--- src/rtl/dsp_result_capture_pkg.sv ---
// rtl/dsp_result_capture_pkg.sv - MISR constants, capture state type and report frame byte selector
package dsp_hwtest_pkg;

   localparam logic [63:0] MISR_SEED   = 64'hFFFF_FFFF_FFFF_FFFF;
   localparam logic [63:0] MISR_POLY   = 64'h0000_0000_0000_001B;
   localparam int          FRAME_BYTES = 12;

   typedef enum logic [1:0] {
      ST_IDLE,
      ST_CAPTURE,
      ST_SEND,
      ST_DONE
   } cap_state_t;

   // Frame is the signature MSB first followed by the capture count MSB first.
   function automatic logic [7:0] frame_byte(input logic [63:0] sig, input logic [31:0] cnt,
                                             input logic [3:0] idx);
      logic [95:0] frame;
      frame      = {sig, cnt};
      frame_byte = 8'h00;
      for (int i = 0; i < FRAME_BYTES; i++) begin
         if (idx == 4'(i)) frame_byte = frame[8*(FRAME_BYTES-1-i) +: 8];
      end
   endfunction

endpackage

--- src/rtl/dsp_result_capture_if.sv ---
// rtl/dsp_result_capture_if.sv - stimulus/result capture inputs and UART byte stream of the capture stage
interface dsp_result_capture_if #(
   parameter int Z_WIDTH = 54
);
   logic               vec_valid;
   logic [Z_WIDTH-1:0] z;
   logic [7:0]         tx_data;
   logic               tx_valid;
   logic               tx_ready;

   modport master (
      input  vec_valid, z, tx_ready,
      output tx_data, tx_valid
   );

   modport slave (
      output vec_valid, z, tx_ready,
      input  tx_data, tx_valid
   );
endinterface

--- src/rtl/dsp_result_capture_misr64.sv ---
// rtl/dsp_result_capture_misr64.sv - 64-bit MISR with seed load, folding one 64-bit word per enable
module misr64
   import dsp_hwtest_pkg::*;
(
   input  logic        clk,
   input  logic        rst,
   input  logic        load,
   input  logic        en,
   input  logic [63:0] din,
   output logic [63:0] sig
);

   always_ff @(posedge clk) begin
      if (rst || load) begin
         sig <= MISR_SEED;
      end else if (en) begin
         sig <= {sig[62:0], 1'b0} ^ (sig[63] ? MISR_POLY : 64'h0) ^ din;
      end
   end

endmodule

--- src/rtl/dsp_result_capture.sv ---
// rtl/dsp_result_capture.sv - captures DUT results into a MISR and streams signature plus count to the UART
module dsp_result_capture
   import dsp_hwtest_pkg::*;
#(
   parameter int          Z_WIDTH     = 54,
   parameter int          LATENCY     = 0,
   parameter logic [31:0] NUM_VECTORS = 32'd1024
) (
   input  logic                 clk,
   input  logic                 rst,
   input  logic                 start,
   dsp_result_capture_if.master bus,
   output logic                 busy,
   output logic                 done
);

   cap_state_t         state;
   logic [31:0]        launched;
   logic [31:0]        captured;
   logic [3:0]         byte_idx;
   logic               tx_valid_q;
   logic [63:0]        sig;
   logic [Z_WIDTH-1:0] z_s;
   logic               run_load;
   logic               accept;
   logic               cap_en;

   assign z_s      = bus.z;
   assign run_load = start && (state == ST_IDLE || state == ST_DONE);
   assign accept   = (state == ST_CAPTURE) && bus.vec_valid && (launched < NUM_VECTORS);

   // Capture alignment comes only from this delay line; z is not qualified by anything else.
   generate
      if (LATENCY == 0) begin : g_no_delay
         assign cap_en = accept;
      end else begin : g_delay
         logic [LATENCY-1:0] dly;
         always_ff @(posedge clk) begin
            if (rst || run_load) begin
               dly <= '0;
            end else begin
               dly[0] <= accept;
               for (int i = 1; i < LATENCY; i++) dly[i] <= dly[i-1];
            end
         end
         assign cap_en = dly[LATENCY-1] && (state == ST_CAPTURE);
      end
   endgenerate

   misr64 u_misr (
      .clk  (clk),
      .rst  (rst),
      .load (run_load),
      .en   (cap_en),
      .din  (64'(z_s)),
      .sig  (sig)
   );

   always_ff @(posedge clk) begin
      if (rst) begin
         state      <= ST_IDLE;
         launched   <= '0;
         captured   <= '0;
         byte_idx   <= '0;
         tx_valid_q <= 1'b0;
         busy       <= 1'b0;
         done       <= 1'b0;
      end else begin
         case (state)
            ST_IDLE, ST_DONE: begin
               if (start) begin
                  state    <= ST_CAPTURE;
                  launched <= '0;
                  captured <= '0;
                  byte_idx <= '0;
                  busy     <= 1'b1;
                  done     <= 1'b0;
               end
            end
            ST_CAPTURE: begin
               if (accept) launched <= launched + 32'd1;
               if (cap_en) begin
                  captured <= captured + 32'd1;
                  if (captured == NUM_VECTORS - 32'd1) begin
                     state      <= ST_SEND;
                     tx_valid_q <= 1'b1;
                  end
               end
            end
            ST_SEND: begin
               if (bus.tx_ready) begin
                  if (byte_idx == 4'(FRAME_BYTES - 1)) begin
                     state      <= ST_DONE;
                     tx_valid_q <= 1'b0;
                     busy       <= 1'b0;
                     done       <= 1'b1;
                  end else begin
                     byte_idx <= byte_idx + 4'd1;
                  end
               end
            end
            default: state <= ST_IDLE;
         endcase
      end
   end

   // Signature and count are frozen during SEND, so the byte mux is stable while stalled.
   assign bus.tx_valid = tx_valid_q;
   assign bus.tx_data  = tx_valid_q ? frame_byte(sig, captured, byte_idx) : 8'h00;

endmodule

--- src/flat_wrapper.sv ---
// flat-port wrapper written by rule: the top's interface ports become plain ports
module dsp_result_capture_flat import dsp_hwtest_pkg::*;
#(
   parameter int          Z_WIDTH     = 54,
   parameter int          LATENCY     = 0,
   parameter logic [31:0] NUM_VECTORS = 32'd1024
)
  (clk, rst, start, busy, done, bus_vec_valid, bus_z, bus_tx_ready, bus_tx_data, bus_tx_valid);
  dsp_result_capture_if #(.Z_WIDTH(Z_WIDTH)) bus_i ();
  input  logic clk;
  input  logic rst;
  input  logic start;
  output logic busy;
  output logic done;
  input wire logic [$bits(bus_i.vec_valid)-1:0] bus_vec_valid;
  input wire logic [$bits(bus_i.z)-1:0] bus_z;
  input wire logic [$bits(bus_i.tx_ready)-1:0] bus_tx_ready;
  output wire logic [$bits(bus_i.tx_data)-1:0] bus_tx_data;
  output wire logic [$bits(bus_i.tx_valid)-1:0] bus_tx_valid;
  assign bus_i.vec_valid = bus_vec_valid;
  assign bus_i.z = bus_z;
  assign bus_i.tx_ready = bus_tx_ready;
  assign bus_tx_data = bus_i.tx_data;
  assign bus_tx_valid = bus_i.tx_valid;
  dsp_result_capture #(.Z_WIDTH(Z_WIDTH), .LATENCY(LATENCY), .NUM_VECTORS(NUM_VECTORS)) u_core (.clk(clk), .rst(rst), .start(start), .bus(bus_i), .busy(busy), .done(done));
endmodule
--- config.mk ---
export PLATFORM = sky130hd
export DESIGN_NAME = dsp_result_capture_flat
export DESIGN_NICKNAME = d
export VERILOG_FILES = /design/src/rtl/dsp_result_capture_pkg.sv /design/src/rtl/dsp_result_capture_if.sv /design/src/rtl/dsp_result_capture_misr64.sv /design/src/rtl/dsp_result_capture.sv /design/src/flat_wrapper.sv
export SDC_FILE = /design/constraint.sdc
export NUM_CORES = 1
export LEC_CHECK = 0
export CAP_MARGIN = 20
export CORE_ASPECT_RATIO = 0.6
export CORE_MARGIN = 4
export CORE_UTILIZATION = 43
export DETAILED_ROUTE_END_ITERATION = 7
export SYNTH_ARGS = -nofsm -noshare
export SYNTH_HDL_FRONTEND = slang
export SYNTH_SLANG_ARGS = --single-unit
--- constraint.sdc ---
create_clock -name clk -period 3.1 [get_ports clk]
set_clock_uncertainty 0.05 [all_clocks]
set_input_delay 0.775 -clock clk [delete_from_list [all_inputs] [get_ports clk]]
set_output_delay 0.775 -clock clk [all_outputs]
set_load 0.1 [all_outputs]
==> results of run 1 <==
final timing paths:
check / from / endpoint / slack, ns / depth (start not counted)
worst max-delay path: u_core.byte_idx[0] / bus_tx_data[0] / -0.33 / 9
worst min-delay path: u_core.launched[29] / u_core.launched[29] / 0.41 / 1
worst max register to register: u_core.state[1] / u_core.captured[16] / 0.34 / 8
worst min register to register: u_core.launched[29] / u_core.launched[29] / 0.41 / 1
area by class of cell:
class,count,area (um^2)
Clock buffer,20,457
Clock inverter,10,191
Fill cell,1330,6540
Inverter,20,81.3
Multi-Input combinational cell,619,4290
Sequential cell,137,2750
Tap cell,203,254
Timing Repair Buffer,105,1160
cells in the final DEF (no fill, tap or decap), types with 7 or more instances in the layout:
cell type | netlist | layout
and2_1 | 22 | 23
and3_1 | 15 | 15
nor4_1 | 13 | 13
a221o_2 | 0 | 8
o31ai_1 | 7 | 7
xor2_1 | 13 | 13
o21ai_0 | 22 | 22
nand3b_1 | 17 | 17
dfxtp_1 | 137 | 134
inv_1 | 20 | 17
a21oi_1 | 35 | 27
nand4_1 | 17 | 17
buf_12 | 0 | 14
clkdlybuf4s50_1 | 0 | 58
nand2_1 | 124 | 122
a21oi_2 | 0 | 7
clkbuf_16 | 0 | 18
nor2b_1 | 11 | 9
nand3_1 | 22 | 22
o32ai_2 | 0 | 8
a31oi_1 | 15 | 14
mux2i_1 | 17 | 17
a22oi_1 | 8 | 8
a311oi_2 | 0 | 7
xnor2_1 | 46 | 46
nand2b_1 | 21 | 21
o211ai_1 | 54 | 54
or4_1 | 10 | 10
nor2_1 | 28 | 28
or3_1 | 10 | 9
buf_4 | 2 | 28
repair_timing:
item | 4_1_cts | 5_1_grt
pin swaps | 13 | 16
buffers inserted | 2 | 6
gates resized for setup | 48 | 11
endpoints found under the hold margin | 0 | 0
gates cloned | 1 | 1
setup endpoints to repair | 8 | 8
registers in the layout (all words and copies together), names as in the netlist:
register / flops
u_core.done: 1
u_core.busy: 1
u_core.byte_idx: 4
u_core.u_misr.sig: 64
u_core.state: 2
u_core.bus.tx_valid: 1
u_core.launched: 32
u_core.captured: 32
per-stage QoR:
stage / cells / util (%) / setup WS [ns] / power [mW] / hold WS, ns
finish: 1114 / 58.4 / -0.331 / 6.21 / 0.409
global route: 1114 / 58.4 / -0.352 / 6.52 / 0.428
CTS: 1107 / 57.6 / -0.273 / 6.20 / 0.414
detailed placement: 1074 / 51.7 / 0.00376 / 3.82 / 0.397
global placement: 1074 / 51.7 / 0.0348 / 3.76 / 0.393
floorplan: 838 / - / 0.00326 / 3.28 / 0.372
per-layer routing:
layer  wire length [um]  vias up
met5                  0        -
met4                139        0
met3               1670        9
met2               8210      252
met1              10600     3134
li1                   -     3172
cell families (layout without fill, tap and decap cells):
| logic type | Yosys count | count (layout) | synth area share [%] |
|---|---|---|---|
| AO/OA/AOI/OAI | 200 | 200 | 20.1 |
| multiplexers | 18 | 18 | 2.57 |
| buffers and inverters | 82 | 155 | 4.53 |
| AND/OR/NAND/NOR | 333 | 333 | 25.0 |
| XOR/XNOR | 59 | 59 | 7.32 |
| adder cells (fa/ha/maj) | 9 | 9 | 1.59 |
| flip-flops | 137 | 137 | 38.8 |
power groups by stage:
stage | Combinational (mW) | Clock (mW) | Sequential [mW]
global placement | 1.64 | 0 | 2.12
CTS | 1.84 | 2.27 | 2.09
detailed placement | 1.69 | 0 | 2.13
global route | 2.05 | 2.35 | 2.12
finish | 1.86 | 2.24 | 2.10
floorplan | 1.13 | 0 | 2.14
==> impl_metrics.json, run 1 <==
{
  "status": "finished, violations left",
  "cts.clk_slew.worst_paths_ns": 0.06,
  "synth_top_area_share_pct": 38.8,
  "cp.arrival_ns": 2.61,
  "grt_max_degree": 103,
  "start_kind": "flip-flop",
  "drtPass1Iterations": 5,
  "synth.most_common_cell": "dfxtp_1",
  "route.vias.total": 6567,
  "async_flop_share_pct": 0,
  "grt_pass1_vias": 5981,
  "clockPowerShare_pct": 36.2,
  "synth_seq_cells": 137,
  "synth.distinct_cells": 57,
  "syn-num-nets": 906,
  "cts_max_path_buffers": 2,
  "path_delay_family": "compound AO/OA/AOI/OAI gates",
  "hpwl_um": 14500,
  "tightest_slew_ns": 0.582,
  "synth_commonest_cells": "dfxtp_1, nand2_1, o211ai_1",
  "p_leak_nw": 3.53,
  "p_int_mw": 4.15,
  "fin_ws_ns": -0.331,
  "ys_seq_area_share_pct": 38.8,
  "use_met1_pct": 34.2,
  "grt_pass1_wl_um": 32700,
  "tns_ns": -1.80,
  "timing.final.crit_share_pct": 111,
  "avgSynthCellArea_um2": 8.43,
  "io_buffer_count": 69,
  "row_count": 35,
  "syn_inst": 838,
  "coreArea_um2": 15700,
  "relSlewSlack_pct": 60.8,
  "synthTopCellsByArea": "dfxtp_1, nand2_1, o211ai_1",
  "crit_type": "flip-flop to output port",
  "grt.total_usage_pct": 21.8,
  "hp-class": "flip-flop to flip-flop",
  "fin_crit_ns": 3.43,
  "cap_violations": 0,
  "gr-usage-met3_pct": 5.65,
  "nNetsFinal": 968,
  "diodes": 0,
  "violations": "negative setup slack",
  "ioPinCount": 70,
  "clk_latency_ns": 0.42,
  "seq_power_share_pct": 33.8,
  "htree_levels": 4,
  "area_growth_pct": 29.9,
  "wl_per_cell_um": 18.6,
  "root_buffer": "clkbuf_16",
  "place_area_um2": 8130,
  "grt-busiest-layer": "met1",
  "switching_share_pct": 33.2,
  "max_freq_ghz": 0.291,
  "final_cell_area_um2": 9180,
  "postCtsHoldBufs": 0,
  "finalHoldViolations": 0,
  "vias_per_cell": 5.89,
  "ir_drop_v": 0.000379,
  "drc": 0,
  "drv_slew": 0,
  "ys_warn_count": 0,
  "die_h_um": 107,
  "cts_buffers": 17,
  "slowest_delay_ns": 0.40,
  "power_density_nw_per_um2": 676,
  "worst-path-max-fanout": 8,
  "rsz0062_at_grt": "true",
  "drtIter0Drc": 567,
  "crit_chain": "buf_6, ha_4, or3_4, buf_4, a311oi_4, o32ai_2, a31oi_1, a221o_2, buf_12",
  "p_sw_mw": 2.06,
  "synth_edf_count": 0,
  "start_util_pct": 44.9,
  "ant_nets": 0,
  "gp_congestion": 0.902,
  "grt_overflow_total": 0,
  "syn_area_um2": 7060,
  "wirelength_um": 20700,
  "drive_gt1_share_pct": 15.4,
  "required_ns": 2.27,
  "finalSetupViolCount": 8,
  "cp-end-kind": "output port",
  "cts.sinks": 137,
  "cts_tree": "yes",
  "yosysTopAreaCell": "dfxtp_1",
  "synthFlopType": "dfxtp_1",
  "die_w_um": 173,
  "crit_buf_inv": 3,
  "crit_slowest_cell": "or3_4",
  "power_frac_comb_pct": 30.0,
  "antenna_found_initial": 0,
  "die_area_um2": 18600,
  "grt_use_met2_pct": 29.5
}
Note: power is estimated with default switching activity, not from simulation.
==> run 2, diff against run 1 <==
--- a/config.mk
+++ b/config.mk
@@ -6,5 +6,5 @@
 export NUM_CORES = 1
 export LEC_CHECK = 0
-export CAP_MARGIN = 20
+export CAP_MARGIN = 5
 export CORE_ASPECT_RATIO = 0.6
 export CORE_MARGIN = 4
==> constraint.sdc (replaced) <==
create_clock -name clk -period 3.4 [get_ports clk]
set_clock_uncertainty 0.05 [all_clocks]
set_input_delay 1.02 -clock clk [delete_from_list [all_inputs] [get_ports clk]]
set_output_delay 1.02 -clock clk [all_outputs]
set_load 0.1 [all_outputs]
==> impl_metrics.json, run 2 (same netlist as run 1, synthesis figures left out) <==
{
  "status": "finished, violations left",
  "violations": "negative setup slack",
  "dp_cells": 1078,
  "drtIter0Drc": 626,
  "die_area_um2": 18600,
  "grt_max_degree": 103,
  "cp.arrival_ns": 2.48,
  "reg_top3": "u_core.u_misr.sig (64), u_core.captured (32), u_core.launched (32)",
  "finalSetupViolCount": 8,
  "power_density_nw_per_um2": 598,
  "drive_gt1_share_pct": 16.1,
  "drc": 0,
  "wirelength_um": 21800,
  "row_count": 35,
  "route.vias.total": 6593,
  "cp-startpoint": "u_core.byte_idx[0]",
  "area_growth_pct": 30.7,
  "tightest_slew_ns": 0.600,
  "tns_ns": -1.10,
  "final_core_util_pct": 58.7,
  "cp-end-kind": "output port",
  "timing.final.crit_share_pct": 105,
  "grt_pass1_vias": 6255,
  "cts.sinks": 137,
  "antenna_found_initial": 0,
  "r2r-end": "u_core.captured[16]",
  "coreArea_um2": 15700,
  "hp-class": "flip-flop to flip-flop",
  "r2r_slack_ns": 0.70,
  "htree_levels": 4,
  "cts_tree": "yes",
  "switching_share_pct": 35.4,
  "nNetsFinal": 970,
  "mostFrequentLayoutCells": "dfxtp_1, nand2_1, clkdlybuf4s50_1",
  "fin_crit_ns": 3.55,
  "p_sw_mw": 1.95,
  "largest_reg_flops": 64,
  "power_frac_comb_pct": 31.2,
  "rsz0062_at_grt": "true",
  "drv_slew": 0,
  "seq_power_share_pct": 34.9,
  "cap_violations": 0,
  "start_kind": "flip-flop",
  "postCtsHoldBufs": 0,
  "ir_drop_v": 0.000310,
  "ant_nets": 0,
  "final_cell_area_um2": 9230,
  "required_ns": 2.33,
  "grt_overflow_total": 0,
  "vias_per_cell": 5.90,
  "start_util_pct": 44.9,
  "fin_ws_ns": -0.154,
  "cts_buffers": 17,
  "rr_worst_depth": 8,
  "place_area_um2": 8160,
  "root_buffer": "clkbuf_16",
  "cts_max_path_buffers": 2,
  "finalHoldViolations": 0,
  "die_h_um": 107,
  "regMostFlops": "u_core.u_misr.sig",
  "worst-path-max-fanout": 8,
  "gp_congestion": 0.920,
  "drtPass1Iterations": 5,
  "p_int_mw": 3.57,
  "clockPowerShare_pct": 33.8,
  "die_w_um": 173,
  "n_fill_cell": 1353,
  "wl_per_cell_um": 19.5,
  "io_buffer_count": 69,
  "clk_latency_ns": 0.42,
  "hpwl_um": 15300,
  "ioPinCount": 70,
  "final_common_cell": "dfxtp_1",
  "cts.clk_slew.worst_paths_ns": 0.06,
  "crit_type": "flip-flop to output port",
  "grt.total_usage_pct": 23.3,
  "timing.rr.start": "u_core.state[0]",
  "grt_pass1_wl_um": 34600,
  "p_leak_nw": 3.52,
  "relSlewSlack_pct": 59.6,
  "fin_cells": 1118,
  "diodes": 0,
  "dp_slack_ns": -0.257,
  "max_freq_ghz": 0.281,
  "cp-endpoint": "bus_tx_data[2]"
}
==> run 2: worst min path at each step <==
stage | startpoint | end | cells after the start
after floorplan | u_core.launched[27] | u_core.launched[27] | 1
after global placement | u_core.launched[30] | u_core.launched[30] | 1
after detailed placement | u_core.launched[27] | u_core.launched[27] | 1
after CTS | u_core.launched[27] | u_core.launched[27] | 1
after global routing | u_core.launched[19] | u_core.launched[19] | 1
final | u_core.launched[21] | u_core.launched[21] | 1
==> run 2: per-stage QoR <==
stage,hold slack (ns),power [mW]
finish,0.415,5.52
global route,0.429,5.80
CTS,0.415,5.52
detailed placement,0.395,3.53
global placement,0.386,3.48
floorplan,0.372,2.99
==> run 2: worst max-delay path: stages (launching register included) <==
cell	delay, ns
dfxtp_4	0.38
inv_4	0.05
ha_4	0.16
buf_6	0.13
o21ai_2	0.12
buf_6	0.17
a21oi_2	0.08
o32ai_2	0.31
a31oi_1	0.14
a221o_2	0.35
buf_12	0.18
==> run 2: area by class of cell <==
cell class | count | area, um^2 | area share (%)
Clock buffer | 19 | 443 | 4.80
Timing Repair Buffer | 107 | 1210 | 13.2
Multi-Input combinational cell | 619 | 4340 | 47.0
Sequential cell | 137 | 2750 | 29.8
Tap cell | 203 | 254 | 2.75
Inverter | 20 | 83.8 | 0.908
Clock inverter | 13 | 143 | 1.55
==> run 2: per-layer routing <==
metal	global-route usage, %	part of all wire (%)	up-vias
met4	5.18	1.1	0
met1	36.3	52	3184
met2	31.9	40	200
li1	-	-	3187
met3	5.55	6.5	22
met5	0	0	-
==> run 2: repair_timing <==
| item | 4_1_cts | 5_1_grt |
|---|---|---|
| buffers inserted | 5 | 1 |
| pin swaps | 15 | 9 |
| setup endpoints to repair | 8 | 8 |
| resized for setup | 60 | 13 |
| cloned | 1 | 1 |
==> run 2: power groups by stage <==
stage / Combinational (mW) / Sequential [mW] / Clock (mW)
floorplan: 1.03 / 1.96 / 0
detailed placement: 1.57 / 1.96 / 0
global route: 1.90 / 1.95 / 1.96
CTS: 1.69 / 1.93 / 1.90
global placement: 1.53 / 1.95 / 0
finish: 1.72 / 1.93 / 1.87
